### config.mk
export PLATFORM = sky130hd
export DESIGN_NAME = mem_arbiter
export DESIGN_NICKNAME = d
export VERILOG_FILES = /design/src/rtl/mem_arbiter.sv
export SDC_FILE = /design/constraint.sdc
export NUM_CORES = 1
export LEC_CHECK = 0
export BUFFER_PORTS_ARGS = -buffer_cell sky130_fd_sc_hd__buf_2
export CAP_MARGIN = 30
export CORE_ASPECT_RATIO = 1.2
export CORE_MARGIN = 2
export CORE_UTILIZATION = 27
export CTS_CLUSTER_SIZE = 28
export DETAILED_ROUTE_END_ITERATION = 8
export PLACE_DENSITY_LB_ADDON = 0.3
export SETUP_SLACK_MARGIN = 0.2
export SLEW_MARGIN = 20
export SYNTH_ARGS = -nofsm -noshare
export SYNTH_HDL_FRONTEND = slang
export SYNTH_SLANG_ARGS = --single-unit
### constraint.sdc
create_clock -name clk -period 2.34 [get_ports clk]
set_input_delay 0.117 -clock clk [delete_from_list [all_inputs] [get_ports clk]]
set_output_delay 0.117 -clock clk [all_outputs]
set_load 0.03 [all_outputs]
### src/rtl/mem_arbiter.sv
// mem_arbiter: shares one single-port memory between instruction fetch and data access.
// Data wins from idle; a completing owner hands over directly to a waiting peer.
`default_nettype none

module mem_arbiter #(
    parameter int LAT = 2,
    parameter int CW  = 16
) (
    input  logic          clk,
    input  logic          reset,
    input  logic          if_req,
    input  logic [31:0]   if_addr,
    output logic [31:0]   if_rdata,
    output logic          if_ready,
    input  logic          d_req,
    input  logic          d_we,
    input  logic [31:0]   d_addr,
    input  logic [31:0]   d_wdata,
    output logic [31:0]   d_rdata,
    output logic          d_ready,
    output logic          mem_en,
    output logic          mem_we,
    output logic [31:0]   mem_addr,
    output logic [31:0]   mem_wdata,
    input  logic [31:0]   mem_rdata,
    output logic [CW-1:0] fetch_wait
);

    typedef enum logic [1:0] {
        IDLE   = 2'd0,
        BUSY_I = 2'd1,
        BUSY_D = 2'd2
    } state_t;

    localparam logic [3:0]    LAT_CNT = 4'(LAT);
    localparam logic [CW-1:0] FW_MAX  = '1;

    state_t     state;
    state_t     state_nxt;
    logic [3:0] cnt;
    logic       done;
    logic       grant_i;
    logic       grant_d;

    assign done = (cnt == 4'd0);

    // The completing owner is excluded from re-arbitration so a waiting peer
    // is granted without an idle bubble.
    always_comb begin
        state_nxt = state;
        grant_i   = 1'b0;
        grant_d   = 1'b0;
        case (state)
            IDLE: begin
                if (d_req)
                    grant_d = 1'b1;
                else if (if_req)
                    grant_i = 1'b1;
            end
            BUSY_I: begin
                if (done) begin
                    if (d_req)
                        grant_d = 1'b1;
                    else
                        state_nxt = IDLE;
                end
            end
            BUSY_D: begin
                if (done) begin
                    if (if_req)
                        grant_i = 1'b1;
                    else
                        state_nxt = IDLE;
                end
            end
            default: state_nxt = IDLE;
        endcase
        if (grant_d)
            state_nxt = BUSY_D;
        else if (grant_i)
            state_nxt = BUSY_I;
    end

    always_ff @(posedge clk or negedge reset) begin
        if (!reset)
            state <= IDLE;
        else
            state <= state_nxt;
    end

    always_ff @(posedge clk or negedge reset) begin
        if (!reset) begin
            cnt       <= 4'd0;
            mem_en    <= 1'b0;
            mem_we    <= 1'b0;
            mem_addr  <= 32'd0;
            mem_wdata <= 32'd0;
        end else begin
            mem_en <= grant_i | grant_d;
            if (grant_d) begin
                mem_addr  <= d_addr;
                mem_we    <= d_we;
                mem_wdata <= d_wdata;
                cnt       <= LAT_CNT;
            end else if (grant_i) begin
                mem_addr <= if_addr;
                mem_we   <= 1'b0;
                cnt      <= LAT_CNT;
            end else if (!done) begin
                cnt <= cnt - 4'd1;
            end
        end
    end

    always_ff @(posedge clk or negedge reset) begin
        if (!reset)
            fetch_wait <= '0;
        else if (if_req && (state != BUSY_I) && (fetch_wait != FW_MAX))
            fetch_wait <= fetch_wait + 1'b1;
    end

    assign if_ready = (state == BUSY_I) && done;
    assign d_ready  = (state == BUSY_D) && done;
    assign if_rdata = mem_rdata;
    assign d_rdata  = mem_rdata;

endmodule

`default_nettype wire

# Word level (Yosys, flattened, before mapping)
# Cells that the tools add are included.
# classes
n_reduce_logical,8
add_sub_neg,2
bitwise_logic,1
eq_ne,10
mux,21
# ops
op,count
$mux 32,2
$add 16x1->16 const B,1
$ne 16x16->1 const B,1
$ne 4x4->1 const B,4
$mux 2,6
$mux 4,3
$mux 1,7
$pmux 2 s3,1
$reduce_and 5->1,1
$logic_and 1x1->1,4
$logic_not 4->1,1
$pmux 1 s2,2
$sub 4x1->4 const B,1
$ne 3x1->1 const B,1
$ne 3x3->1 const B,1
$eq 2x1->1 const B,1
$eq 2x2->1 const B,1
$logic_not 2->1,1
$ne 2x1->1 const B,1
$reduce_bool 2->1,1
$or 1x1->1,1
# word_totals
reg_bits,88
out_inout_bits,148

# Longest topological paths before layout
# depth
depth_word,5
mapped_depth,9
depth_no_buf,6

# Worst setup path before layout
# OpenSTA, ideal clock, no wires.
# synth_timing
kind,reg2reg
startpoint,register cnt[0]
endpoint,register mem_addr[23]
arrival_time_ps,2090
setup_slack_ps,123
path_stages_with_launch,9
path_buffers,2
path_cell_list,dfrtp_1 inv_1 ha_1 or3b_4 a21oi_4 buf_6 buf_6 mux2_2 mux2_1
# synth_between
elab_chain_cells,4
word_cells_on_any_way,7
# synth_rtl
item,line,source
start: declaration,40,logic [3:0] cnt;
start signal: assignment,110,cnt <= cnt - 4'd1;
$logic_not 4->1 (*),45,assign done = (cnt == 4'd0);
$mux 1 (on tied branches),"61, 69",
$pmux 1 s2,53,case (state)
$mux 32 / $reduce_bool 2->1 (equally long branches),-,
end signal: assignment,101,mem_addr <= d_addr;
end signal: assignment,106,mem_addr <= if_addr;
end: declaration,23,"output logic [31:0] mem_addr,"
# Mark *: on every way between the ends. The rest lies on a longest branch, timed or not.
# A chain may end at the register's enable or synchronous reset.

# Final worst setup path
# layout_timing
startpoint,register cnt[1]
endpoint,register mem_addr[7]
# Same word-level chain as after synthesis.

==> reports/metrics.cfg <==
[status]
status = finished, final reports clean

[die]
dieArea_um2 = 17600
core_area_um2 = 16200
start_util_pct = 27.6
pin_count = 281
die_h_um = 145
die_w_um = 122
rows = 51

[pwr]
switching_power_w = 0.00342
swShare_pct = 41.6
p_comb_share_pct = 50.0
vdd_ir_drop_max_v = 0.000499
pwr-share-clk_pct = 18.0
leakage_nw = 2.82
powerDensity_nw_per_um2 = 1390
intPower_w = 0.00480
seq_power_share_pct = 32.0

[timing]
fin_skew_ns = 0.00759
relSlewSlack_pct = 60.1
finalCritPeriodShare_pct = 94.8
final.min_clock_period_ns = 2.22
final_max_slew_viol_count = 0
holdWs_ns = 0.0176
finalSetupTns_ns = 0
maxClockFrequency_ghz = 0.451
finalSetupViolCount = 0
worstMarginPinSlew_ns = 0.598
rsz0062_at_grt = yes
final-hold-violation-count = 0

[cts]
cts_tree = built
h-tree-depth = 3
cts_max_path_buffers = 2
cts.sinks = 88
clock_latency_ns = 0.34
cts_root_buf = clkbuf_16
cts.clk_slew.worst_paths_ns = 0.07
numCtsBuffers = 9

[finish]
final_cells = 730
stdcell_area_um2 = 5920
fillCellCount = 1610
multi_input_area_um2 = 1680
syn_to_final_growth_pct = 32.1
final_nets = 648
diodes = 0
drive_above_1_share_pct = 55.2
regArea_um2 = 2200

[grt]
grt_use_total_pct = 11.9
met1_usage_pct = 11.6
met3_usage_pct = 3.34
busiest_layer = met2
grt_max_degree = 47
overflow = 0
grt_pass1_wl_mm = 16.2
grt_pass1_vias = 3309
antenna_found_initial = 0
met2_usage_pct = 20.6

[yosys]
synthesis.nets = 482
yosysTopAreaCellShare_pct = 49.2
yosysWarnings = 0
synth-edff-count = 0
postSynth.asyncResetShare_pct = 100
synth_seq_area_share_pct = 49.2
syn_avg_cell_area_um2 = 12.9
synth_area_um2 = 4480
synthTopCellsByArea = dfrtp_1 49%, mux2_2 16%, buf_4 11%
yosys_most_used_dff = dfrtp_1
synth_top_cell_by_area = dfrtp_1
synth_commonest_cells = 88 x dfrtp_1, 64 x buf_4, 62 x mux2_2, 36 x mux2_1
synthDistinctLibCells = 34
yosysMostFrequentCell = dfrtp_1
synth_cells = 347
ys_ff_latch = 88

[routing]
postRouteAntennaNets = 0
num_vias = 3137
totalWireLength_mm = 10.6
drtIter0Drc = 53
viasPerCell = 4.30
wl_per_cell_um = 14.5
drc = 0
dr.pass1.iters = 4

[setup_path]
crit_family = simple AND/OR/NAND/NOR gates
required_ns = 2.57
cp_max_fo = 8
crit_path_cell_trace = inv_2 -> ha_4 -> or3b_4 -> a21oi_4 -> buf_4 -> or2_4 -> clkbuf_16 -> mux2_2
max_stage_delay_ns = 0.41
crit_type = reg -> reg
worst_path_max_delay_cell = dfrtp_1
critPathBufInv = 3
arrival_ns = 2.45
cp-start-kind = flop
end_kind = flop

[worst_hold_path]
min_path_type = in -> reg

[placed_design]
dp_cells = 677
gp_congestion = 0.716
dp_hpwl_mm = 7.52
io_buffers = 184
post_dp_cell_area_um2 = 5190

[job]
drv_cap = 0

==> layout by cell type (no fill, tap or decap), types with 2 or more instances in the layout <==
master / n
xor2_1: 9
buf_4: 8
buf_12: 3
and3_1: 3
mux2_2: 61
nor3b_1: 3
nand4_1: 5
nand2b_1: 4
dlygate4sd3_1: 31
mux2_1: 36
nand4b_1: 2
buf_2: 183
nor4_1: 3
inv_6: 2
xnor2_1: 6
nor2_1: 9
dfrtp_1: 88
clkbuf_16: 11
nor3_1: 7
clkinv_2: 2
nand3_1: 3
a21oi_1: 6
inv_2: 2
o21ai_0: 2
nand2_1: 8
==> flip-flops by register name, indices dropped and copies added (netlist names) <==
| name | count |
|---|---|
| cnt | 4 |
| mem_addr | 32 |
| mem_wdata | 32 |
| mem_we | 1 |
| mem_en | 1 |
| state | 2 |
| fetch_wait | 16 |
==> power groups by stage <==
stage          logic (W)  registers (W)  clock network [W]
2_1_floorplan    0.00172        0.00391                  0
3_3_place_gp     0.00379        0.00264                  0
3_5_place_dp     0.00386        0.00266                  0
4_1_cts          0.00402        0.00264            0.00155
5_1_grt          0.00438        0.00272            0.00162
6_report         0.00411        0.00263            0.00148
==> what timing repair did <==
item | in CTS | in global routing
gates cloned | 1 | 2
gates resized for setup | 3 | 2
hold buffers | 31 | 0
endpoints found under the hold margin | 75 | 0
buffers inserted | 0 | 3
setup endpoints to repair | 59 | 60
==> worst paths after layout <==
check | startpoint | end | slack, ns | cells after the start
setup / recovery | cnt[1] | mem_addr[7] | 0.12 | 8
hold / removal | d_wdata[30] | mem_wdata[30] | 0.02 | 2
setup reg to reg | cnt[1] | mem_addr[7] | 0.12 | 8
hold reg to reg | mem_wdata[1] | mem_wdata[1] | 0.48 | 1
max in group asynchronous | reset | mem_addr[3] | 1.39 | 3
min in group asynchronous | reset | fetch_wait[12] | 0.30 | 2
==> stage by stage <==
step                      setup WS [ns]  power [W]  utilization [%]
after floorplan                   0.203    0.00563                -
after global placement            0.159    0.00643             32.0
after detailed placement          0.126    0.00652             32.0
after CTS                         0.129    0.00820             36.0
after global routing             0.0438    0.00872             36.5
final                             0.121    0.00822             36.5
==> layout make-up <==
| class | count | share of cell area (%) |
|---|---|---|
| flip-flops and latches | 88 | 37.2 |
| multi-input cells | 181 | 28.4 |
| repair buffers | 230 | 24.5 |
| well taps | 212 | 4.48 |
| clock buffers | 10 | 4.04 |
| clock inverters | 6 | 1.12 |
| inverters | 3 | 0.190 |
==> routing by layer <==
layer | routed length (um) | vias up
met2 | 5140 | 125
li1 | - | 1472
met4 | 677 | 0
met5 | 0 | -
met1 | 4000 | 1489
met3 | 730 | 51
==> worst reg2reg max path, delay by kind of cell, from the launching register on <==
family / cells / cell delay [ns]
muxes: 1 / 0.33
and+or+nand+nor: 2 / 0.63
buffers and inverters: 3 / 0.43
adders and majority gates: 1 / 0.13
AOI/OAI and AO/OA: 1 / 0.18
DFF: 1 / 0.41
==> cells by family after synthesis <==
kind of cell             synth area share, %
flip-flops                              49.2
buffers and inverters                   13.7
AND/OR/NAND/NOR                         7.23
adder cells (fa/ha/maj)                0.559
AO/OA/AOI/OAI                           1.76
XOR/XNOR                                2.93
multiplexers                            24.6
Power figures use the tool's default switching activity.
